**config.mk**
```make
export PLATFORM = sky130hd
export DESIGN_NAME = vec_mem_stage
export DESIGN_NICKNAME = d
export VERILOG_FILES = /design/src/rtl/vec_mem_stage.sv
export SDC_FILE = /design/constraint.sdc
export NUM_CORES = 1
export LEC_CHECK = 0
export BUFFER_PORTS_ARGS = -buffer_cell sky130_fd_sc_hd__buf_2
export CORE_MARGIN = 2
export CORE_UTILIZATION = 30
export CTS_BUF_LIST = sky130_fd_sc_hd__clkbuf_4 sky130_fd_sc_hd__clkbuf_8
export DETAILED_ROUTE_END_ITERATION = 12
export SETUP_SLACK_MARGIN = 0.4
export SKIP_CTS_REPAIR_TIMING = 1
export SLEW_MARGIN = 20
export SYNTH_ARGS = -nofsm -noshare
export SYNTH_HDL_FRONTEND = slang
export SYNTH_SLANG_ARGS = --single-unit
```
**constraint.sdc**
```tcl
create_clock -name clk -period 5.3 [get_ports clk]
set_input_delay 0 -clock clk [delete_from_list [all_inputs] [get_ports clk]]
set_output_delay 0 -clock clk [all_outputs]
set_load 0.03 [all_outputs]
```
**src/rtl/vec_mem_stage.sv**
```systemverilog
// vec_mem_stage: memory stage behind the vec_cpu execute register.
// Sequences scalar and 64-bit vector loads/stores over a 32-bit word-addressed bus.
// Ports:
//   clk, reset (async, active-low)
//   start, mem_op[1:0], base_addr, st_scalar, st_vec   : latched op request
//   stride[7:0]                                         : beat address step (VEC_MEM_STRIDE_EN only)
//   mem_data                                            : memory read data, MEM_RD_LAT after cpu_addr
//   wr_enable, cpu_addr, cpu_data                       : memory bus
//   busy, mem_rdy                                       : status / one-cycle completion pulse
//   ld_scalar, ld_vec                                   : last scalar / vector load results
// Optional feature: define VEC_MEM_STRIDE_EN to add the stride input (otherwise stride is 1).
module vec_mem_stage #(
  parameter int unsigned ADDR_W     = 32,
  parameter int unsigned DATA_W     = 32,
  parameter int unsigned VEC_W      = 64,
  parameter int unsigned MEM_RD_LAT = 1
) (
  input  logic              clk,
  input  logic              reset,
  input  logic              start,
  input  logic [1:0]        mem_op,
  input  logic [ADDR_W-1:0] base_addr,
  input  logic [DATA_W-1:0] st_scalar,
  input  logic [VEC_W-1:0]  st_vec,
`ifdef VEC_MEM_STRIDE_EN
  input  logic [7:0]        stride,
`endif
  input  logic [DATA_W-1:0] mem_data,
  output logic              wr_enable,
  output logic [ADDR_W-1:0] cpu_addr,
  output logic [DATA_W-1:0] cpu_data,
  output logic              busy,
  output logic              mem_rdy,
  output logic [DATA_W-1:0] ld_scalar,
  output logic [VEC_W-1:0]  ld_vec
);

  localparam int unsigned BEATS  = VEC_W / DATA_W;
  localparam int unsigned BEAT_W = (BEATS > 1) ? $clog2(BEATS) : 1;
  localparam int unsigned LAT_W  = (MEM_RD_LAT > 1) ? $clog2(MEM_RD_LAT) : 1;

  typedef enum logic [1:0] {IDLE, ADDR, RDWAIT, DONE} state_t;

  state_t              state_q, state_d;
  logic [1:0]          op_q;
  logic [ADDR_W-1:0]   base_q;
  logic [DATA_W-1:0]   st_scalar_q;
  logic [VEC_W-1:0]    st_vec_q;
  logic [BEAT_W-1:0]   beat_q;
  logic [LAT_W-1:0]    wait_q;
  logic [DATA_W-1:0]   ld_scalar_q;
  logic [VEC_W-1:0]    ld_vec_q;
  logic [ADDR_W-1:0]   step;
  logic [ADDR_W-1:0]   beat_addr;
  logic                is_vec, is_store, last_beat, wait_done;

`ifdef VEC_MEM_STRIDE_EN
  logic [7:0]          stride_q;
  assign step = ADDR_W'(stride_q);
`else
  assign step = ADDR_W'(1);
`endif

  // mem_op: bit 1 selects vector, bit 0 selects store
  assign is_vec    = op_q[1];
  assign is_store  = op_q[0];
  assign last_beat = !is_vec || (beat_q == BEAT_W'(BEATS - 1));
  assign wait_done = (wait_q == LAT_W'(MEM_RD_LAT - 1));
  // Scalar ops always sit at beat 0, so the stride never affects them
  assign beat_addr = base_q + ADDR_W'(beat_q) * step;

  // State register
  always_ff @(posedge clk or negedge reset) begin
    if (!reset) state_q <= IDLE;
    else        state_q <= state_d;
  end

  // Next-state logic
  always_comb begin
    state_d = state_q;
    case (state_q)
      IDLE:    if (start) state_d = ADDR;
      ADDR:    if (!is_store)     state_d = RDWAIT;
               else if (last_beat) state_d = DONE;
      RDWAIT:  if (wait_done) state_d = last_beat ? DONE : ADDR;
      DONE:    state_d = IDLE;
      default: state_d = IDLE;
    endcase
  end

  // Output logic (Moore: depends on registered state only)
  always_comb begin
    wr_enable = 1'b0;
    cpu_addr  = '0;
    cpu_data  = '0;
    mem_rdy   = 1'b0;
    busy      = (state_q != IDLE);
    case (state_q)
      ADDR: begin
        cpu_addr = beat_addr;
        if (is_store) begin
          wr_enable = 1'b1;
          cpu_data  = is_vec ? st_vec_q[32'(beat_q) * DATA_W +: DATA_W] : st_scalar_q;
        end
      end
      RDWAIT:  cpu_addr = beat_addr;
      DONE:    mem_rdy  = 1'b1;
      default: ;
    endcase
  end

  assign ld_scalar = ld_scalar_q;
  assign ld_vec    = ld_vec_q;

  // Op latch, beat/wait counters and load result capture
  always_ff @(posedge clk or negedge reset) begin
    if (!reset) begin
      op_q        <= '0;
      base_q      <= '0;
      st_scalar_q <= '0;
      st_vec_q    <= '0;
      beat_q      <= '0;
      wait_q      <= '0;
      ld_scalar_q <= '0;
      ld_vec_q    <= '0;
`ifdef VEC_MEM_STRIDE_EN
      stride_q    <= '0;
`endif
    end else begin
      case (state_q)
        IDLE: if (start) begin
          op_q        <= mem_op;
          base_q      <= base_addr;
          st_scalar_q <= st_scalar;
          st_vec_q    <= st_vec;
          beat_q      <= '0;
          wait_q      <= '0;
`ifdef VEC_MEM_STRIDE_EN
          stride_q    <= stride;
`endif
        end
        ADDR: begin
          wait_q <= '0;
          if (is_store && !last_beat) beat_q <= beat_q + BEAT_W'(1);
        end
        RDWAIT: begin
          if (wait_done) begin
            wait_q <= '0;
            if (is_vec) ld_vec_q[32'(beat_q) * DATA_W +: DATA_W] <= mem_data;
            else        ld_scalar_q <= mem_data;
            if (!last_beat) beat_q <= beat_q + BEAT_W'(1);
          end else begin
            wait_q <= wait_q + LAT_W'(1);
          end
        end
        default: ;
      endcase
    end
  end

endmodule

```
==> flow_summary_export.csv, run 1 <==
group,metric,value,unit
status,status,"finished clean",
logic_synthesis,yosysWarningCount,0,
grt,busiest_layer,"met2",
die,die_w,188,um
routing,route.detailed.drc,0,
routing,dr.pass1.iters,4,
timing,tightest_slew,1020,ps
logic_synthesis,yosys_register_bits,229,
grt,antenna_found_initial,0,
timing,layout_min_cycle_time,3590,ps
grt,grt_pass1_wl,43300,um
timing,fmax,0.279,GHz
timing,setup_tns,0,ps
critical_path,worstPathMaxFanout,21,
critical_path,reg2reg_setup_slack,2540,ps
grt,grt_pass1_vias,7746,
clock_tree,cts-root-buf,"clkbuf_8",
job,maxCapViolations,0,
routing,final_antenna_net_count,0,
clock_tree,htree_levels,2,
die,core,33400,um2
critical_path,endpoint_kind,"output pin",
finish,multi_input_area,4240,um2
routing,vias,8072,
grt,grt_util_all_layers,0.156,
grt,grt_start_max_net_pins,122,
die,io_pins,328,
clock_tree,clkSlewWorstSetupHoldPaths,50,ps
clock_tree,cts.sinks,229,
critical_path,cp.arrival,3590,ps
logic_synthesis,syn_inst,766,
die,row_count,67,
timing,slew_headroom,0.321,
die,initial_utilization,0.304,
timing,setup_viol,0,
logic_synthesis,synth_cell_types,35,
placement,place_inst,1503,
hold_path,hold_class,"input pin to asynchronous set/reset pin",
grt,use_met3,0.0691,
timing,rsz0062_at_grt,"false",
logic_synthesis,synthesis.area_per_instance,13.3,um2
timing,fin_worst_skew,22.2,ps
placement,io_buffer_count,327,
clock_tree,cts_tree,"done",
finish,instances_no_fill,1738,
placement,dp_hpwl,19100,um
clock_tree,numCtsBuffers,43,
power,powerDensity,650,nW/um2
die,dieArea,35400,um2
timing,hold_viol,0,
clock_tree,clk_latency,570,ps
finish,seqCellArea,5730,um2
routing,drt_iter0_drc,274,
placement,gp_congestion,0.816,
grt,gr-usage-met2,0.254,
routing,post_drt_wl_per_cell,17.1,um
timing,slew_violations,0,
critical_path,start_kind,"flop",
finish,fin_nets,1436,
grt,gr-total-overflow,0,
grt,grtUsageMet1,0.183,
logic_synthesis,syn_area,10200,um2
critical_path,required,5300,ps
routing,avgViaCountPerCell,4.64,
clock_tree,cts_buffer_depth,3,
power,vdd_drop_max,0.000359,V
logic_synthesis,syn_nets,938,
routing,wirelength,29800,um
finish,drive_above_1_share,0.493,
power,p_leak,6.78,nW
finish,area_delta_synth_final,45.7,%
die,die_h,188,um
timing,period_share,0.677,
critical_path,crit_type,"flop to output pin",
finish,fillerInstances,3126,
logic_synthesis,seq_area_frac_synth,0.564,
state kept, by name, summed over array words and instances (netlist names):
signal and count:
ld_vec 64, st_vec_q 64, beat_q 1, op_q 2, st_scalar_q 32, state_q 2, ld_scalar 32, base_q 32
cells by family after synthesis:
| group | after synthesis | share of synthesized area |
|---|---|---|
| AOI/OAI and AO/OA | 76 | 0.0476 |
| xor gates and xnor gates | 10 | 0.00862 |
| adders and majority gates | 7 | 0.00861 |
| buffers and inverters | 56 | 0.0209 |
| DFF | 229 | 0.564 |
| muxes | 262 | 0.286 |
| and+or+nand+nor | 126 | 0.0645 |
synthesized netlist by cell type:
cell	count	share of area
dfrtp_1	229	0.56
mux2_2	222	0.25
nor2_1	44	0.016
mux2i_1	34	0.033
a211oi_1	32	0.024
clkbuf_1	29	0.011
a21oi_1	22	0.011
nand2_1	17	0.0063
buf_1	14	0.0052
o21ai_0	14	0.0069
or3_1	13	0.0080
or4_1	12	0.0089
inv_1	11	0.0041
nand3_1	11	0.0054
ha_1	7	0.0086
xnor2_1	7	0.0060
mux2_1	6	0.0066
nand4_1	6	0.0037
o31ai_1	6	0.0044
nand2b_1	4	0.0025
nor3_1	4	0.0020
nor4_1	4	0.0025
xor2_1	3	0.0026
buf_2	2	0.00098
nand3b_1	2	0.0015
nor2b_1	2	0.0012
a21bo_2	1	0.00098
and2_0	1	0.00062
and2_1	1	0.00062
and3_1	1	0.00062
and4_1	1	0.00086
and4_2	1	0.00098
nand4_4	1	0.0021
o22a_1	1	0.00086
or2_2	1	0.00062
cell usage in the layout, fill, tap and decap left out, types with 2 or more instances in the layout:
cell | Yosys | routed
buf_2 | 2 | 326
dfrtp_1 | 229 | 227
mux2_2 | 222 | 222
dlygate4sd3_1 | 0 | 164
clkbuf_8 | 0 | 51
nor2_1 | 44 | 44
mux2i_1 | 34 | 34
a211oi_1 | 32 | 32
a21oi_1 | 22 | 22
nand2_1 | 17 | 16
o21ai_0 | 14 | 14
or3_1 | 13 | 13
or4_1 | 12 | 12
inv_1 | 11 | 11
nand3_1 | 11 | 10
clkbuf_4 | 0 | 10
xnor2_1 | 7 | 7
ha_1 | 7 | 7
nand4_1 | 6 | 6
o31ai_1 | 6 | 6
mux2_1 | 6 | 6
buf_4 | 0 | 6
nor4_1 | 4 | 4
nor3_1 | 4 | 4
clkinvlp_4 | 0 | 4
nand2b_1 | 4 | 3
xor2_1 | 3 | 3
clkinv_2 | 0 | 3
nand3b_1 | 2 | 2
nor2b_1 | 2 | 2
dfrtp_2 | 0 | 2
bufinv_16 | 0 | 2
final timing paths:
kind / depth (start not counted) / startpoint / end
worst min register to register: 1 / ld_scalar[6]$_DFFE_PN0P_ / ld_scalar[6]$_DFFE_PN0P_
min in group clk: 3 / st_vec[2] / st_vec_q[2]$_DFFE_PN0P_
worst max-delay path: 6 / beat_q$_DFFE_PN0P_ / cpu_addr[22]
max in group asynchronous: 3 / reset / op_q[1]$_DFFE_PN0P_
worst min-delay path: 2 / reset / ld_vec[12]$_DFFE_PN0P_
worst max register to register: 3 / beat_q$_DFFE_PN0P_ / ld_vec[35]$_DFFE_PN0P_
worst max-delay path, stage by stage (launching register included):
cell,delay (ps)
dfrtp_2,780
ha_1,380
nand4_4,210
or4_1,720
or4_1,520
a21oi_1,160
buf_2,230
layer usage:
layer,part of all wire,vias up
met5,0,-
met4,0.023,0
met3,0.082,60
met2,0.49,275
met1,0.41,3964
li1,-,3773
metrics by stage:
step | util | power (mW) | hold WS, ps | area (um2) | worst slack (ps)
after detailed placement | 0.367 | 7.78 | 171 | 12300 | 2320
after CTS | 0.394 | 9.63 | -493 | 13200 | 1650
after floorplan | - | 6.39 | -296 | 10200 | 2930
after global placement | 0.367 | 7.70 | 170 | 12300 | 2340
after global routing | 0.443 | 10.2 | 155 | 14800 | 1520
final | 0.443 | 9.62 | 127 | 14800 | 1710
report_power, final:
part / leakage (nW) / switching (mW) / internal, mW
Clock: 0.453 / 0.756 / 1.03
Combinational: 3.64 / 2.77 / 1.78
Sequential: 2.69 / 0.625 / 2.66
Total: 6.78 / 4.15 / 5.47
final cells by class:
type                    count  share of cell area
well taps                 448              0.0378
diodes                      1            0.000169
inverters                  11             0.00279
clock inverters             9             0.00710
repair buffers            498               0.226
multi-input cells         481               0.286
flip-flops and latches    229               0.387
clock buffers              61              0.0525
No activity file was read; power rests on OpenSTA's default activity.
==> run 2: changes to the inputs <==
- clock period: 5.3 -> 3.44 ns (I/O delays scaled with it)
==> run 2 against run 1 <==
Against the previous run:
- cell count rose by 0.69%
- register-to-register slack got worse by 1400 ps
- clock-buffer cell count fell by 1
- routed wire length fell by 1.6%
- first-iteration DRC count fell by 12%
- clock skew fell by 3.0 ps
- critical endpoint is now cpu_addr[28]
==> flow_summary_export.csv, run 2 (synthesized netlist as in run 1, its figures left out) <==
group,metric,value,unit
status,status,"finished clean",
timing,fin_worst_skew,19.2,ps
critical_path,worstPathMaxFanout,9,
routing,dr.pass1.iters,4,
clock_tree,clk_latency,540,ps
routing,wirelength,29300,um
die,dieArea,35400,um2
hold_path,hold_class,"input pin to asynchronous set/reset pin",
die,row_count,67,
timing,fmax,0.343,GHz
critical_path,max_stage_delay,630,ps
finish,fin_nets,1445,
routing,vias,8073,
die,io_pins,328,
die,initial_utilization,0.304,
routing,drt_iter0_drc,240,
finish,drive_above_1_share,0.498,
power,vdd_drop_max,0.000484,V
critical_path,cp.arrival,2910,ps
power,p_leak,6.87,nW
finish,area_delta_synth_final,47.1,%
grt,grt_pass1_vias,7775,
routing,route.detailed.drc,0,
die,die_w,188,um
clock_tree,cts_buffer_depth,3,
clock_tree,cts_tree,"done",
timing,setup_tns,0,ps
critical_path,endpoint_kind,"output pin",
critical_path,required,3440,ps
placement,place_inst,1512,
clock_tree,clkSlewWorstSetupHoldPaths,50,ps
job,maxCapViolations,0,
placement,gp_congestion,0.780,
routing,avgViaCountPerCell,4.61,
timing,rsz0062_at_grt,"true",
timing,tightest_slew,944,ps
critical_path,reg2reg_from,"beat_q$_DFFE_PN0P_",
finish,instances_no_fill,1750,
grt,grt_pass1_wl,43100,um
placement,io_buffer_count,327,
die,die_h,188,um
grt,grt_util_all_layers,0.154,
grt,grt_start_max_net_pins,97,
placement,dp_hpwl,19400,um
routing,final_antenna_net_count,0,
critical_path,path_buf_inv,1,
finish,final_cell_area,15000,um2
timing,hold_viol,0,
timing,layout_min_cycle_time,2910,ps
timing,setup_viol,0,
critical_path,path_cells,"ha_1, nand4_4, or4_1, or4_1, a21oi_1, buf_2",
critical_path,reg2reg_setup_slack,1120,ps
finish,layout_common_cells,"buf_2 (326), dfrtp_1 (227), mux2_2 (222), dlygate4sd3_1 (164), clkbuf_8 (50)",
clock_tree,cts-root-buf,"clkbuf_8",
die,core,33400,um2
critical_path,start_kind,"flop",
timing,slew_violations,0,
clock_tree,cts.sinks,229,
grt,gr-total-overflow,0,
placement,placed_cell_area,12400,um2
clock_tree,htree_levels,2,
critical_path,crit_type,"flop to output pin",
grt,antenna_found_initial,3,
critical_path,timing.critical_path.mode_cell,"or4_1",
critical_path,crit_path_start,"base_q[0]$_DFFE_PN0P_",
power,powerDensity,1000,nW/um2
finish,fillerInstances,3061,
timing,period_share,0.847,
critical_path,path_delay_family,"simple AND/OR/NAND/NOR gates",
routing,post_drt_wl_per_cell,16.8,um
timing,fin_hold_ws,64.3,ps
clock_tree,numCtsBuffers,43,
critical_path,slowest_stage,"or4_1",
finish,final_common_cell,"buf_2",
timing,slew_headroom,0.371,
## run 2: cell count changes in the layout (fill, tap and decap cells not counted)
cell and delta:
buf_12 +2, clkinvlp_4 -4, or4_1 -2, or4_4 +2, clkinv_2 +4, clkbuf_8 -1, diode_2 +2, bufinv_16 +2
buf_4 +7
## run 2: layout make-up
type	instances	area, um2	share of cell area
clock inverters	11	155	0.0104
clock buffers	60	763	0.0510
flip-flops and latches	229	5730	0.383
repair buffers	507	3450	0.230
multi-input cells	481	4250	0.284
diodes	3	7.51	0.000502
well taps	448	561	0.0375
inverters	11	41.3	0.00276
## run 2: power by group
part	switching (mW)	total [mW]	internal (mW)
Clock	1.14	2.87	1.72
Sequential	0.866	4.96	4.10
Combinational	4.36	7.15	2.80
Total	6.37	15.0	8.62
## run 2: stage by stage
| step | util | setup slack, ps | power, mW |
|---|---|---|---|
| 2_1_floorplan | - | 1070 | 9.84 |
| 3_3_place_gp | 0.370 | 1060 | 11.9 |
| 3_5_place_dp | 0.370 | 997 | 12.0 |
| 4_1_cts | 0.397 | 373 | 15.0 |
| 5_1_grt | 0.447 | 398 | 15.9 |
| 6_report | 0.447 | 527 | 15.0 |
## run 2: metal layers
layer | vias up | wire [um] | track usage
li1 | 3789 | - | -
met1 | 3953 | 12200 | 0.191
met2 | 272 | 14300 | 0.249
met3 | 59 | 2060 | 0.0552
met4 | 0 | 748 | 0.0554
met5 | - | 0 | 0
## run 2: worst paths after layout
path                            cells after the start                       end
worst max register to register                      5     ld_vec[0]$_DFFE_PN0P_
worst min register to register                      1  ld_scalar[3]$_DFFE_PN0P_
worst min-delay path                                2   st_vec_q[4]$_DFFE_PN0P_
min in group clk                                    3    base_q[22]$_DFFE_PN0P_
max in group asynchronous                           3  st_vec_q[42]$_DFFE_PN0P_
worst max-delay path                                6              cpu_addr[28]
## run 2: worst reg2reg max path, cell delays in order, from the launching register on
cell and delay [ps]:
dfrtp_2 370, buf_4 550, nor2b_1 200, nand2_1 440
buf_12 260, mux2_2 380
==> run 3: changes to the inputs <==
- ABC_AREA: default -> 1
- clock period: 3.44 -> 2.39 ns (I/O delays scaled with it)
==> run 3 against run 2 <==
Against the previous run:
- the flow now finishes with violations (negative hold slack)
- sequential share of layout area is 2.5 points lower
- critical path depth unchanged
- highest routed layer is now met5
- clock skew grew 14 ps
- worst setup slack got worse by 290 ps
==> flow_summary_export.csv, run 3 <==
group,metric,value,unit
clock_tree,numCtsBuffers,42,
logic_synthesis,yosys_register_bits,229,
critical_path,start_kind,"flop",
timing,setup_tns,0,ps
clock_tree,cts.sinks,229,
placement,gp_congestion,0.900,
logic_synthesis,syn_area,10100,um2
timing,finalWorstSetupSlack,241,ps
routing,post_drt_wl_per_cell,17.3,um
critical_path,required,2390,ps
clock_tree,clk_latency,590,ps
logic_synthesis,seq_area_frac_synth,0.567,
power,p_leak,7.78,nW
finish,fillerInstances,3045,
logic_synthesis,synth_ff_type,"dfrtp_1",
timing,rsz0062_at_grt,"true",
die,io_pins,328,
placement,dp_slack,408,ps
die,dieArea,35200,um2
die,core,33400,um2
timing,setup_viol,0,
critical_path,max_stage_delay,420,ps
timing,slew_headroom,0.583,
clock_tree,cts_tree,"done",
critical_path,path_delay_family,"buffers and inverters",
critical_path,path_buf_inv,4,
finish,layout_common_cells,"buf_2 (263), dfrtp_1 (216), dlygate4sd3_1 (166), nand2_1 (159), mux2_2 (124)",
logic_synthesis,synth_commonest_cells,"dfrtp_1 (229), nand2_1 (173), nor2_1 (132)",
clock_tree,cts-root-buf,"clkbuf_8",
die,die_w,188,um
die,die_h,188,um
logic_synthesis,synth-async-reset-ratio,1.00,
logic_synthesis,synth_most_common_cell,"dfrtp_1",
timing,layout_min_cycle_time,2150,ps
clock_tree,cts_buffer_depth,3,
grt,grt_util_all_layers,0.175,
die,row_count,67,
critical_path,path_cells,"inv_2, ha_4, buf_12, inv_1, a211oi_1, buf_4",
logic_synthesis,synthesis.area_per_instance,10.3,um2
job,maxCapViolations,0,
grt,grt_start_max_net_pins,71,
timing,hold_viol,51,
logic_synthesis,synth_cell_types,28,
placement,io_buffer_count,327,
clock_tree,clkSlewWorstSetupHoldPaths,60,ps
clock_tree,htree_levels,2,
power,powerDensity,1490,nW/um2
finish,seqCellArea,5750,um2
logic_synthesis,synthTopCellsByArea,"dfrtp_1 (57%), mux2_2 (14%), nand2_1 (6.4%)",
routing,drt_iter0_drc,311,
status,status,"finished, violations left",
logic_synthesis,syn_inst,985,
placement,place_inst,1734,
finish,final_common_cell,"buf_2",
routing,final_antenna_net_count,0,
timing,fin_hold_ws,-48.2,ps
logic_synthesis,synth_top_area_frac,0.567,
power,vdd_drop_max,0.00115,V
logic_synthesis,yosysWarningCount,0,
routing,dr.pass1.iters,5,
grt,antenna_found_initial,4,
timing,period_share,0.899,
critical_path,endpoint_kind,"output pin",
finish,fin_nets,1711,
timing,fin_worst_skew,33.5,ps
timing,slew_violations,0,
die,initial_utilization,0.303,
finish,area_delta_synth_final,58.7,%
routing,avgViaCountPerCell,4.61,
logic_synthesis,syn_nets,1157,
logic_synthesis,synth-edff-count,0,
logic_synthesis,synth_top_cell_by_area,"dfrtp_1",
critical_path,worstPathMaxFanout,7,
finish,multi_input_area,4270,um2
critical_path,slowest_stage,"dfrtp_1",
finish,instances_no_fill,2022,
placement,dp_hpwl,21900,um
timing,tightest_slew,623,ps
grt,grt_pass1_vias,8658,
grt,gr-total-overflow,0,
routing,wirelength,34900,um
finish,drive_above_1_share,0.438,
critical_path,cp.arrival,2150,ps
critical_path,crit_type,"flop to output pin",
status,violations,"negative hold slack",
hold_path,hold_class,"input pin to asynchronous set/reset pin",
critical_path,reg2reg_setup_slack,590,ps
power,power,23.9,mW
timing,fmax,0.465,GHz
grt,grt_pass1_wl,48100,um
routing,route.detailed.drc,0,
routing,vias,9328,
## run 3: cell types whose count changed in the layout (fill, tap and decap cells not counted), sizes merged, moves of 34 or more
| cell | delta |
|---|---|
| buf | +41 |
| inv | +43 |
| mux2 | -104 |
| mux2i | -34 |
| nand2 | +164 |
| nor2 | +98 |
| o21ai | +96 |
## run 3: cell type report
| cell class | count | share of cell area |
|---|---|---|
| timing repair buffer | 557 | 0.270 |
| inverter | 56 | 0.0141 |
| clock inverter | 9 | 0.00468 |
| sequential | 229 | 0.359 |
| antenna | 4 | 0.000624 |
| multi-input combinational | 653 | 0.266 |
| tap | 448 | 0.0350 |
| clock buffer | 66 | 0.0508 |
## run 3: final timing paths
check	from	cells after the start	endpoint
max in group asynchronous	reset	3	base_q[14]$_DFFE_PN0P_
setup reg to reg	state_q[0]$_DFFE_PN0P_	6	op_q[0]$_DFFE_PN0P_
min in group clk	st_vec[2]	3	st_vec_q[2]$_DFFE_PN0P_
hold / removal	reset	2	st_vec_q[26]$_DFFE_PN0P_
hold reg to reg	ld_vec[18]$_DFFE_PN0P_	2	ld_vec[18]$_DFFE_PN0P_
setup / recovery	state_q[0]$_DFFE_PN0P_	6	cpu_addr[4]
## run 3: worst register-to-register path: cells and delay by family (launching register included)
| kind | cells | cell delay, ps |
|---|---|---|
| buf+inv | 2 | 690 |
| compound gates | 1 | 40 |
| fa+ha+maj | 1 | 180 |
| simple gates | 2 | 340 |
| flops | 1 | 430 |
## run 3: cell families after synthesis
logic type      Yosys count  synth area share
buf+inv                 104            0.0426
simple gates            349             0.145
xor+xnor                  1          0.000867
mux                     124             0.138
flops                   229             0.567
fa+ha+maj                 7           0.00867
compound gates          171            0.0971
## run 3: metrics by stage
stage	utilization	cell area, um2
final	0.481	16000
after global routing	0.480	16000
after CTS	0.397	13300
after detailed placement	0.371	12400
after global placement	0.371	12400
after floorplan	-	10100
## run 3: power breakdown
group          internal [mW]  switching, mW
clock                   2.27           1.71
combinational           5.19           7.49
sequential              5.90           1.38
## run 3: per-layer routing
layer,up-vias,GRT usage,share of wire
met3,52,0.0644,0.080
li1,4416,-,-
met1,4494,0.219,0.42
met5,-,0,0.00046
met4,2,0.0678,0.023
met2,364,0.278,0.48
